==> config.mk <==
export PLATFORM = sky130hd
export DESIGN_NAME = us_echo_sequencer
export DESIGN_NICKNAME = d
export VERILOG_FILES = /design/src/rtl/us_pkg.sv /design/src/rtl/us_sync_edge.sv /design/src/rtl/us_echo_sequencer.sv
export SDC_FILE = /design/constraint.sdc
export NUM_CORES = 1
export LEC_CHECK = 0
export ABC_CLOCK_PERIOD_IN_PS = 6300
export CAP_MARGIN = 20
export CORE_MARGIN = 2
export CORE_UTILIZATION = 45
export CTS_CLUSTER_SIZE = 25
export DETAILED_ROUTE_END_ITERATION = 8
export GPL_ROUTABILITY_DRIVEN = 0
export SYNTH_ARGS = -nofsm -noshare
export SYNTH_HDL_FRONTEND = slang
export SYNTH_SLANG_ARGS = --single-unit
==> constraint.sdc <==
create_clock -name clk -period 6.3 [get_ports clk]
set_input_delay 1.26 -clock clk [delete_from_list [all_inputs] [get_ports clk]]
set_output_delay 1.26 -clock clk [all_outputs]
set_load 0.05 [all_outputs]
==> src/rtl/us_pkg.sv <==
// ---------------------------------------------------------------------------
// us_pkg
// Shared definitions for the ultrasonic ranging front end.
//   - us_state_t : measurement sequencer states
//   - *_DEF      : default cycle constants for a 100 MHz clock
// No ports (package).
// ---------------------------------------------------------------------------
package us_pkg;

  typedef enum logic [2:0] {
    IDLE,
    TRIG,
    WAIT_ECHO,
    MEASURE,
    HOLDOFF
  } us_state_t;

  localparam int TRIG_CYC_DEF     = 1000;     // 10 us trigger pulse
  localparam int CM_CYC_DEF       = 5800;     // 58 us of round trip per cm
  localparam int WAIT_CYC_DEF     = 2500000;  // 25 ms to see the echo rise
  localparam int ECHO_MAX_CYC_DEF = 3000000;  // 30 ms longest valid echo
  localparam int PERIOD_CYC_DEF   = 6000000;  // 60 ms trigger-to-trigger
  localparam int CNT_W_DEF        = 23;       // holds the largest constant

endpackage

==> src/rtl/us_sync_edge.sv <==
// ---------------------------------------------------------------------------
// us_sync_edge
// Two-flop synchroniser for an asynchronous level input, followed by a third
// flop used purely for edge detection. Reusable for any slow sensor input.
// Ports:
//   clk   in   system clock
//   reset in   asynchronous, active-high
//   din   in   raw asynchronous input
//   sync  out  synchronised level (second flop)
//   rise  out  one-clk pulse, sync went 0->1 on the last edge
//   fall  out  one-clk pulse, sync went 1->0 on the last edge
// ---------------------------------------------------------------------------
module us_sync_edge (
  input  logic clk,
  input  logic reset,
  input  logic din,
  output logic sync,
  output logic rise,
  output logic fall
);

  logic meta_reg;
  logic sync_reg;
  logic dly_reg;

  always_ff @(posedge clk or posedge reset) begin
    if (reset) begin
      meta_reg <= 1'b0;
      sync_reg <= 1'b0;
      dly_reg  <= 1'b0;
    end else begin
      meta_reg <= din;
      sync_reg <= meta_reg;
      dly_reg  <= sync_reg;
    end
  end

  assign sync = sync_reg;
  assign rise = sync_reg & ~dly_reg;
  assign fall = ~sync_reg & dly_reg;

endmodule

==> src/rtl/us_echo_sequencer.sv <==
// ---------------------------------------------------------------------------
// us_echo_sequencer
// Fires the HC-SR04 trigger, times the returning echo and feeds the BCD
// distance counter with an enable window plus one strobe per centimetre.
// Enforces an echo-rise timeout, a maximum echo length and a minimum
// trigger-to-trigger period. Single-shot (start) or free-running (auto).
// Ports:
//   clk      in   system clock
//   reset    in   asynchronous, active-high (released synchronously inside)
//   start    in   single-shot request, honoured only in IDLE
//   auto     in   1 = re-trigger automatically after HOLDOFF
//   echo     in   raw sensor echo, asynchronous to clk
//   trig     out  sensor trigger, registered
//   meas_ena out  counter enable, high while the echo is being timed
//   cm_tick  out  one-clk strobe per CM_CYC cycles of meas_ena
//   busy     out  high in every state except IDLE
//   done     out  one-clk pulse on a normal end of measurement
//   timeout  out  one-clk pulse on echo-rise or echo-length timeout
// ---------------------------------------------------------------------------
module us_echo_sequencer
  import us_pkg::*;
#(
  parameter int TRIG_CYC     = TRIG_CYC_DEF,
  parameter int CM_CYC       = CM_CYC_DEF,
  parameter int WAIT_CYC     = WAIT_CYC_DEF,
  parameter int ECHO_MAX_CYC = ECHO_MAX_CYC_DEF,
  parameter int PERIOD_CYC   = PERIOD_CYC_DEF,
  parameter int CNT_W        = CNT_W_DEF
) (
  input  logic clk,
  input  logic reset,
  input  logic start,
  input  logic auto,
  input  logic echo,
  output logic trig,
  output logic meas_ena,
  output logic cm_tick,
  output logic busy,
  output logic done,
  output logic timeout
);

  // Last count value of each interval; a counter sitting on *_LAST means the
  // interval ends on the coming edge.
  localparam logic [CNT_W-1:0] TRIG_LAST   = CNT_W'(TRIG_CYC - 1);
  localparam logic [CNT_W-1:0] CM_LAST     = CNT_W'(CM_CYC - 1);
  localparam logic [CNT_W-1:0] WAIT_LAST   = CNT_W'(WAIT_CYC - 1);
  localparam logic [CNT_W-1:0] ECHO_LAST   = CNT_W'(ECHO_MAX_CYC - 1);
  localparam logic [CNT_W-1:0] PERIOD_LAST = CNT_W'(PERIOD_CYC - 1);

  function automatic logic [CNT_W-1:0] sat_inc(input logic [CNT_W-1:0] v);
    return (v == '1) ? v : v + 1'b1;
  endfunction

  // Reset: asserted asynchronously, released on a clock edge so no flop sees
  // the release near its sampling window.
  logic [1:0] rst_pipe_reg;
  logic       rst_int;

  always_ff @(posedge clk or posedge reset) begin
    if (reset) begin
      rst_pipe_reg <= 2'b11;
    end else begin
      rst_pipe_reg <= {rst_pipe_reg[0], 1'b0};
    end
  end

  assign rst_int = rst_pipe_reg[1];

  logic echo_s;
  logic echo_rise;
  logic echo_fall;

  us_sync_edge u_echo_sync (
    .clk   (clk),
    .reset (rst_int),
    .din   (echo),
    .sync  (echo_s),
    .rise  (echo_rise),
    .fall  (echo_fall)
  );

  us_state_t        state_reg;
  logic [CNT_W-1:0] state_cnt_reg;   // cycles spent in the current state
  logic [CNT_W-1:0] period_cnt_reg;  // cycles since the last trigger rise
  logic [CNT_W-1:0] tick_cnt_reg;    // position inside the current cm

  assign busy = (state_reg != IDLE);

  always_ff @(posedge clk or posedge rst_int) begin
    if (rst_int) begin
      state_reg      <= IDLE;
      state_cnt_reg  <= '0;
      period_cnt_reg <= '0;
      tick_cnt_reg   <= '0;
      trig           <= 1'b0;
      meas_ena       <= 1'b0;
      cm_tick        <= 1'b0;
      done           <= 1'b0;
      timeout        <= 1'b0;
    end else begin
      cm_tick <= 1'b0;
      done    <= 1'b0;
      timeout <= 1'b0;

      // Free-running; parks on PERIOD_LAST, which is all HOLDOFF needs.
      if (period_cnt_reg < PERIOD_LAST) begin
        period_cnt_reg <= period_cnt_reg + 1'b1;
      end

      case (state_reg)
        IDLE: begin
          if (start || auto) begin
            state_reg      <= TRIG;
            trig           <= 1'b1;
            state_cnt_reg  <= '0;
            period_cnt_reg <= '0;
          end
        end

        TRIG: begin
          if (state_cnt_reg >= TRIG_LAST) begin
            state_reg     <= WAIT_ECHO;
            trig          <= 1'b0;
            state_cnt_reg <= '0;
          end else begin
            state_cnt_reg <= sat_inc(state_cnt_reg);
          end
        end

        // Only a genuine rise counts: an echo already high on entry has no
        // rise pulse and must go low first.
        WAIT_ECHO: begin
          if (echo_rise) begin
            state_reg     <= MEASURE;
            meas_ena      <= 1'b1;
            state_cnt_reg <= '0;
            tick_cnt_reg  <= '0;
          end else if (state_cnt_reg >= WAIT_LAST) begin
            state_reg <= HOLDOFF;
            timeout   <= 1'b1;
          end else begin
            state_cnt_reg <= sat_inc(state_cnt_reg);
          end
        end

        // Echo fall wins over the length limit so done and timeout never
        // coincide. No tick is issued on the exit edge: a tick only lands in
        // a cycle where meas_ena is still high, so a partial cm is dropped.
        MEASURE: begin
          if (echo_fall) begin
            state_reg <= HOLDOFF;
            meas_ena  <= 1'b0;
            done      <= 1'b1;
          end else if (state_cnt_reg >= ECHO_LAST) begin
            state_reg <= HOLDOFF;
            meas_ena  <= 1'b0;
            timeout   <= 1'b1;
          end else begin
            meas_ena      <= echo_s;
            state_cnt_reg <= sat_inc(state_cnt_reg);
            if (tick_cnt_reg >= CM_LAST) begin
              tick_cnt_reg <= '0;
              cm_tick      <= 1'b1;
            end else begin
              tick_cnt_reg <= sat_inc(tick_cnt_reg);
            end
          end
        end

        // Leave only once the full period has elapsed and the sensor has
        // released its echo line, so a late echo never bleeds into the next
        // measurement.
        HOLDOFF: begin
          if ((period_cnt_reg >= PERIOD_LAST) && !echo_s) begin
            if (auto) begin
              state_reg      <= TRIG;
              trig           <= 1'b1;
              state_cnt_reg  <= '0;
              period_cnt_reg <= '0;
            end else begin
              state_reg <= IDLE;
            end
          end
        end

        default: begin
          state_reg <= IDLE;
          trig      <= 1'b0;
          meas_ena  <= 1'b0;
        end
      endcase
    end
  end

endmodule
Yosys cells after proc, flatten, opt, wreduce, memory -nomap -nowiden
Cells that the tools add are included.
{ "totals": {"elab_cells": 109, "regBits": 82} }
{ "op_classes": {"bitwise": 6, "magnitude_cmp": 6, "reduce_logical": 14, "eq_ne": 17, "n_addsub": 3, "muxes": 50} }
{ "op_table": {"columns": ["operator", "n"], "rows": [
  ["23-bit 2-to-1 mux", 18],
  ["23-bit one-hot mux with 5 select lines", 1],
  ["23-bit one-hot mux with 2 select lines", 2],
  ["23-bit by 1-bit adder with 23-bit output, second input constant", 3],
  ["23-bit equality test, second input constant", 2],
  ["23-bit by 22-bit greater-or-equal comparator with 1-bit output, second input constant", 2],
  ["23-bit by 10-bit greater-or-equal comparator with 1-bit output, second input constant", 1],
  ["23-bit by 13-bit greater-or-equal comparator with 1-bit output, second input constant", 1],
  ["23-bit greater-or-equal comparator, second input constant", 1],
  ["23-bit less-than comparator, second input constant", 1],
  ["3-bit 2-to-1 mux", 7],
  ["1-bit 2-to-1 mux", 18],
  ["3-bit one-hot mux with 5 select lines", 1],
  ["5-bit AND reduction", 3],
  ["2-bit inequality test, second input constant", 7],
  ["3-bit inequality test, second input constant", 4],
  ["7-bit AND reduction", 1],
  ["3-bit by 2-bit equality test with 1-bit output, second input constant", 2],
  ["5-bit nonzero test", 1],
  ["1-bit inverter", 4],
  ["1-bit one-hot mux with 4 select lines", 1],
  ["3-bit by 1-bit equality test with 1-bit output, second input constant", 1],
  ["3-bit equality test, second input constant", 1],
  ["3-bit zero test", 1],
  ["other kinds (11)", 12]
]} }

Depth between registers and ports, before layout
{ "logic_depth": {"depth_word": 6, "depth_mapped": 10, "ltp_nobuf": 8} }

Cells and area by module
A second synthesis with hierarchy kept.
{ "hier_totals": {"cells_unflattened": 498, "hier_area_um2": 4501.8} }
{ "by_module_without_submodules": {"columns": ["module", "cells_each", "area_each_um2", "seq_area_each_um2", "instances"], "rows": [
  ["us_echo_sequencer", 492, 4408.0, 1979.4, 1],
  ["us_sync_edge", 6, 93.8, 75.1, 1]
]} }

Least setup slack after synthesis
No wires, ideal clock.
{ "synth_timing": {"kind": "input to register", "start": "in auto", "end": "reg state_cnt_reg[11]", "setup_ns": 0.096, "arrival_ns": 2.674, "cell_stages": 9, "t_required_ns": 6.204, "path_slack_ns": 3.530, "path_cell_list": "inv_1 nor3_1 a41oi_1 a21boi_0 nand4b_4 or2_1 buf_6 buf_6 o31ai_1"} }
{ "synth_between": {"elab_chain_cells": 3, "elab_cells_between_ends": 4, "cone_classes": "2 x eq/ne; 2 x reduce/logical"} }
{ "synth_lines": {"columns": ["element", "line", "text"], "rows": [
  ["from (decl)", "us_echo_sequencer.sv:33", "input logic auto,"],
  ["1-bit logical OR", "us_echo_sequencer.sv:113", "if (start || auto) begin"],
  ["2-bit inequality test (no source line)", null, null],
  ["7-bit AND reduction (no source line) *", null, null],
  ["to (signal assigned)", "us_echo_sequencer.sv:127", "state_cnt_reg <= sat_inc(state_cnt_reg);"],
  ["to (signal assigned)", "us_echo_sequencer.sv:143", "state_cnt_reg <= sat_inc(state_cnt_reg);"],
  ["to (signal assigned)", "us_echo_sequencer.sv:161", "state_cnt_reg <= sat_inc(state_cnt_reg);"],
  ["to (decl)", "us_echo_sequencer.sv:84", "logic [CNT_W-1:0] state_cnt_reg;"]
]} }
Mark *: on every way between the ends. The rest lies on a longest branch, timed or not.
A chain may end at the register's enable or synchronous reset.

Final worst setup path
{ "layout_timing": {"start": "in auto", "end": "reg state_cnt_reg[8]"} }
The elaborated chain is that of the path after synthesis.

==> run_results.csv <==
group,metric,value,unit
synth,synth_largest_area_cell,"dfrtp_1",
worst_setup_path,critPathBufInv,2,
floorplanning,num_io_pins,11,
power,max-vdd-ir-drop,269,uV
placed_design,pre_cts_ws,2330,ps
global_route,grt_pass1_vias,3510,
job,maxCapViolCount,0,
worst_setup_path,worstRegToRegCells,7,
synth,synth_warnings,0,
floorplanning,die_y,105,um
floorplanning,start_util,45.6,%
timing,grt_setup_unrepaired,"no",
detailed_routing,num_vias,3787,
power,internal_power,929,uW
power,p_switching,614,uW
placed_design,io_buffers,10,
clock_network,numCtsBuffers,9,
timing,hold_viol,0,
detailed_routing,viasPerCell,5.69,
global_route,grt_max_degree,81,
detailed_routing,wl,10200,um
worst_setup_path,critPathMaxStageDelay,610,ps
clock_network,clk_path_buf_depth,2,
finish,drive_gt1_share,6.81,%
clock_network,clock_latency,360,ps
timing,setup_tns,0,ps
floorplanning,num_rows,37,
worst_setup_path,path_max_fanout,28,
worst_setup_path,crit_cells,8,
synth,synth_nets,530,
finish,syn_to_final_growth,8.98,%
power,pwr-share-comb,33.5,%
timing,worst_slew_pin_slew,947,ps
synth,synth_top_cell_area_share,43.3,%
clock_network,postCtsSetupBuffers,0,
clock_network,clkTransAtPathRegs,90,ps
worst_setup_path,cp_cell_sequence,"clkdlybuf4s50_1 > inv_1 > nor3_1 > a41oi_1 > a21boi_0 > nand4b_4 > or2_1 > o41ai_1",
timing,fin_crit_sh,57.2,%
timing,final-setup-viol-count,0,
worst_setup_path,cp-end-kind,"register",
timing,fmax,277,MHz
floorplanning,fp.dieW,105,um
placed_design,dp_hpwl,6920,um
synth,ys_seq_elements,82,
global_route,grt_pass1_wl,17200,um
finish,final_common_cell,"dfrtp_1",
outcome,status,"finished clean",
worst_setup_path,worstSetupPathType,"primary input to register",
floorplanning,dieArea,11100,um2
clock_network,post_cts_resized,0,
finish,antenna_cells,0,
detailed_routing,drtIter0Drc,280,
worst_setup_path,critPathTopFamily,"simple AND/OR/NAND/NOR gates",
synth,synthCells,522,
detailed_routing,dr.pass1.iters,4,
worst_setup_path,cp-start-kind,"primary input",
power,p_leak,2.14,nW
synth,synth-main-ff-cell,"dfrtp_1",
clock_network,postCtsHoldBufs,0,
power,switching_share,39.8,%
synth,ys_types,64,
floorplanning,core_area,10100,um2
synth,synthArstFlopShare,100,%
synth,synth-edff-count,0,
detailed_routing,wire_per_inst,15.3,um
synth,netlist_area,4620,um2
timing,fin_ws,2700,ps
finish,fin_nets,532,
timing,slew_headroom,36.4,%
global_route,antenna_found_initial,0,
finish,most-common-layout-cells,"dfrtp_1, nor2_1, nand2_1, o21ai_0, nand3_1",
min_path,hold_path.class,"register to asynchronous set/reset pin",
worst_setup_path,cp.required,6530,ps
synth,syn_avg_cell_area,8.86,um2
power,p_per_area,306,nW/um2
global_route,grt_overflow,0,
detailed_routing,drc_errors,0,
timing,fin_skew,10.5,ps
synth,seq_area_frac_synth,44.4,%
timing,slew_viol_final,0,
timing,period_minus_slack,3600,ps
synth,synth_area_leaders,"dfrtp_1, nor2_1, o21ai_0, nand2_1, xor2_1",
global_route,grt_use_total,19.2,%
worst_setup_path,cp.arrival,3830,ps
power,clkPwrFrac,25.4,%
detailed_routing,ant_nets,0,
clock_network,h-tree-depth,3,
clock_network,clock_tree.root_cell,"clkbuf_8",
clock_network,cts_tree,"built",
power,seqPwrFrac,41.2,%
clock_network,clock-sinks,82,
worst_setup_path,critPathSlowestCell,"or2_1",
==> cells in the mapped netlist, types with 5 or more instances <==
cell,number
xor2_1,16
o41ai_1,5
nand2_1,42
o21ai_0,42
nor2_1,73
and4_1,6
and2_1,13
clkbuf_1,17
o21ai_1,8
a21oi_1,18
xnor2_1,5
nand4_1,9
nand3_1,21
o31ai_1,13
nor3_1,15
dfrtp_1,80
and3_1,13
or3_1,5
inv_1,10
nor4_1,12
nand2b_1,11
nor2b_1,6
a31oi_1,9
==> per-stage QoR <==
| step | instances | instance area (um2) | hold WS (ps) | power (mW) | utilization, % |
|---|---|---|---|---|---|
| after floorplan | 522 | 4620 | 331 | 1.05 | - |
| after global placement | 648 | 4810 | 338 | 1.15 | 47.4 |
| after detailed placement | 648 | 4810 | 337 | 1.16 | 47.4 |
| after CTS | 664 | 5010 | 358 | 1.56 | 49.4 |
| after global routing | 665 | 5040 | 362 | 1.65 | 49.7 |
| final | 665 | 5040 | 335 | 1.54 | 49.7 |
==> area by class of cell <==
class / count / area, um2
clock buffers: 10 / 138
clock inverters: 6 / 66.3
fillers: 950 / 5100
inverters: 10 / 38.8
multi-input cells: 406 / 2410
flip-flops and latches: 82 / 2050
well taps: 136 / 170
repair buffers: 15 / 158
==> kinds of logic after synthesis <==
group	share of synthesized area, %
flip-flops	44.4
buffers and inverters	3.36
other	0.0811
AO/OA/AOI/OAI	19.7
XOR/XNOR	3.98
AND/OR/NAND/NOR	27.2
adder cells (fa/ha/maj)	0.812
multiplexers	0.433
==> path summary, 6_finish.rpt <==
kind	from	end	slack, ps
setup / recovery	auto	state_cnt_reg[8]$_DFFE_PP0P_	2700
hold / removal	rst_pipe_reg[1]$_DFF_PP1_	tick_cnt_reg[4]$_DFFE_PP0P_	330
setup reg to reg	state_cnt_reg[0]$_DFFE_PP0P_	state_cnt_reg[8]$_DFFE_PP0P_	3010
hold reg to reg	rst_pipe_reg[1]$_DFF_PP1_	tick_cnt_reg[4]$_DFFE_PP0P_	330
max in group asynchronous	reset	rst_pipe_reg[1]$_DFF_PP1_	5070
min in group clk	u_echo_sync.meta_reg$_DFF_PP0_	u_echo_sync.sync$_DFF_PP0_	360
==> power by group through the flow <==
stage | Sequential [mW] | Clock (mW) | Combinational (mW)
2_1_floorplan | 0.635 | 0 | 0.412
3_3_place_gp | 0.641 | 0 | 0.508
3_5_place_dp | 0.643 | 0 | 0.516
4_1_cts | 0.634 | 0.402 | 0.520
5_1_grt | 0.646 | 0.423 | 0.584
6_report | 0.635 | 0.392 | 0.517
==> metal layers <==
metal | share of wire [%] | wire, um | global-route usage (%)
met4 | 0.85 | 86 | 5.81
met2 | 44 | 4490 | 29.0
met5 | 0 | 0 | 0
met1 | 51 | 5240 | 28.0
met3 | 3.5 | 359 | 3.59
==> tightest hold or removal path: stages, from the launching register on <==
cell	delay (ps)
dfstp_2	380
clkinv_2	30
buf_4	360
Note: power is estimated with default switching activity, not from simulation.
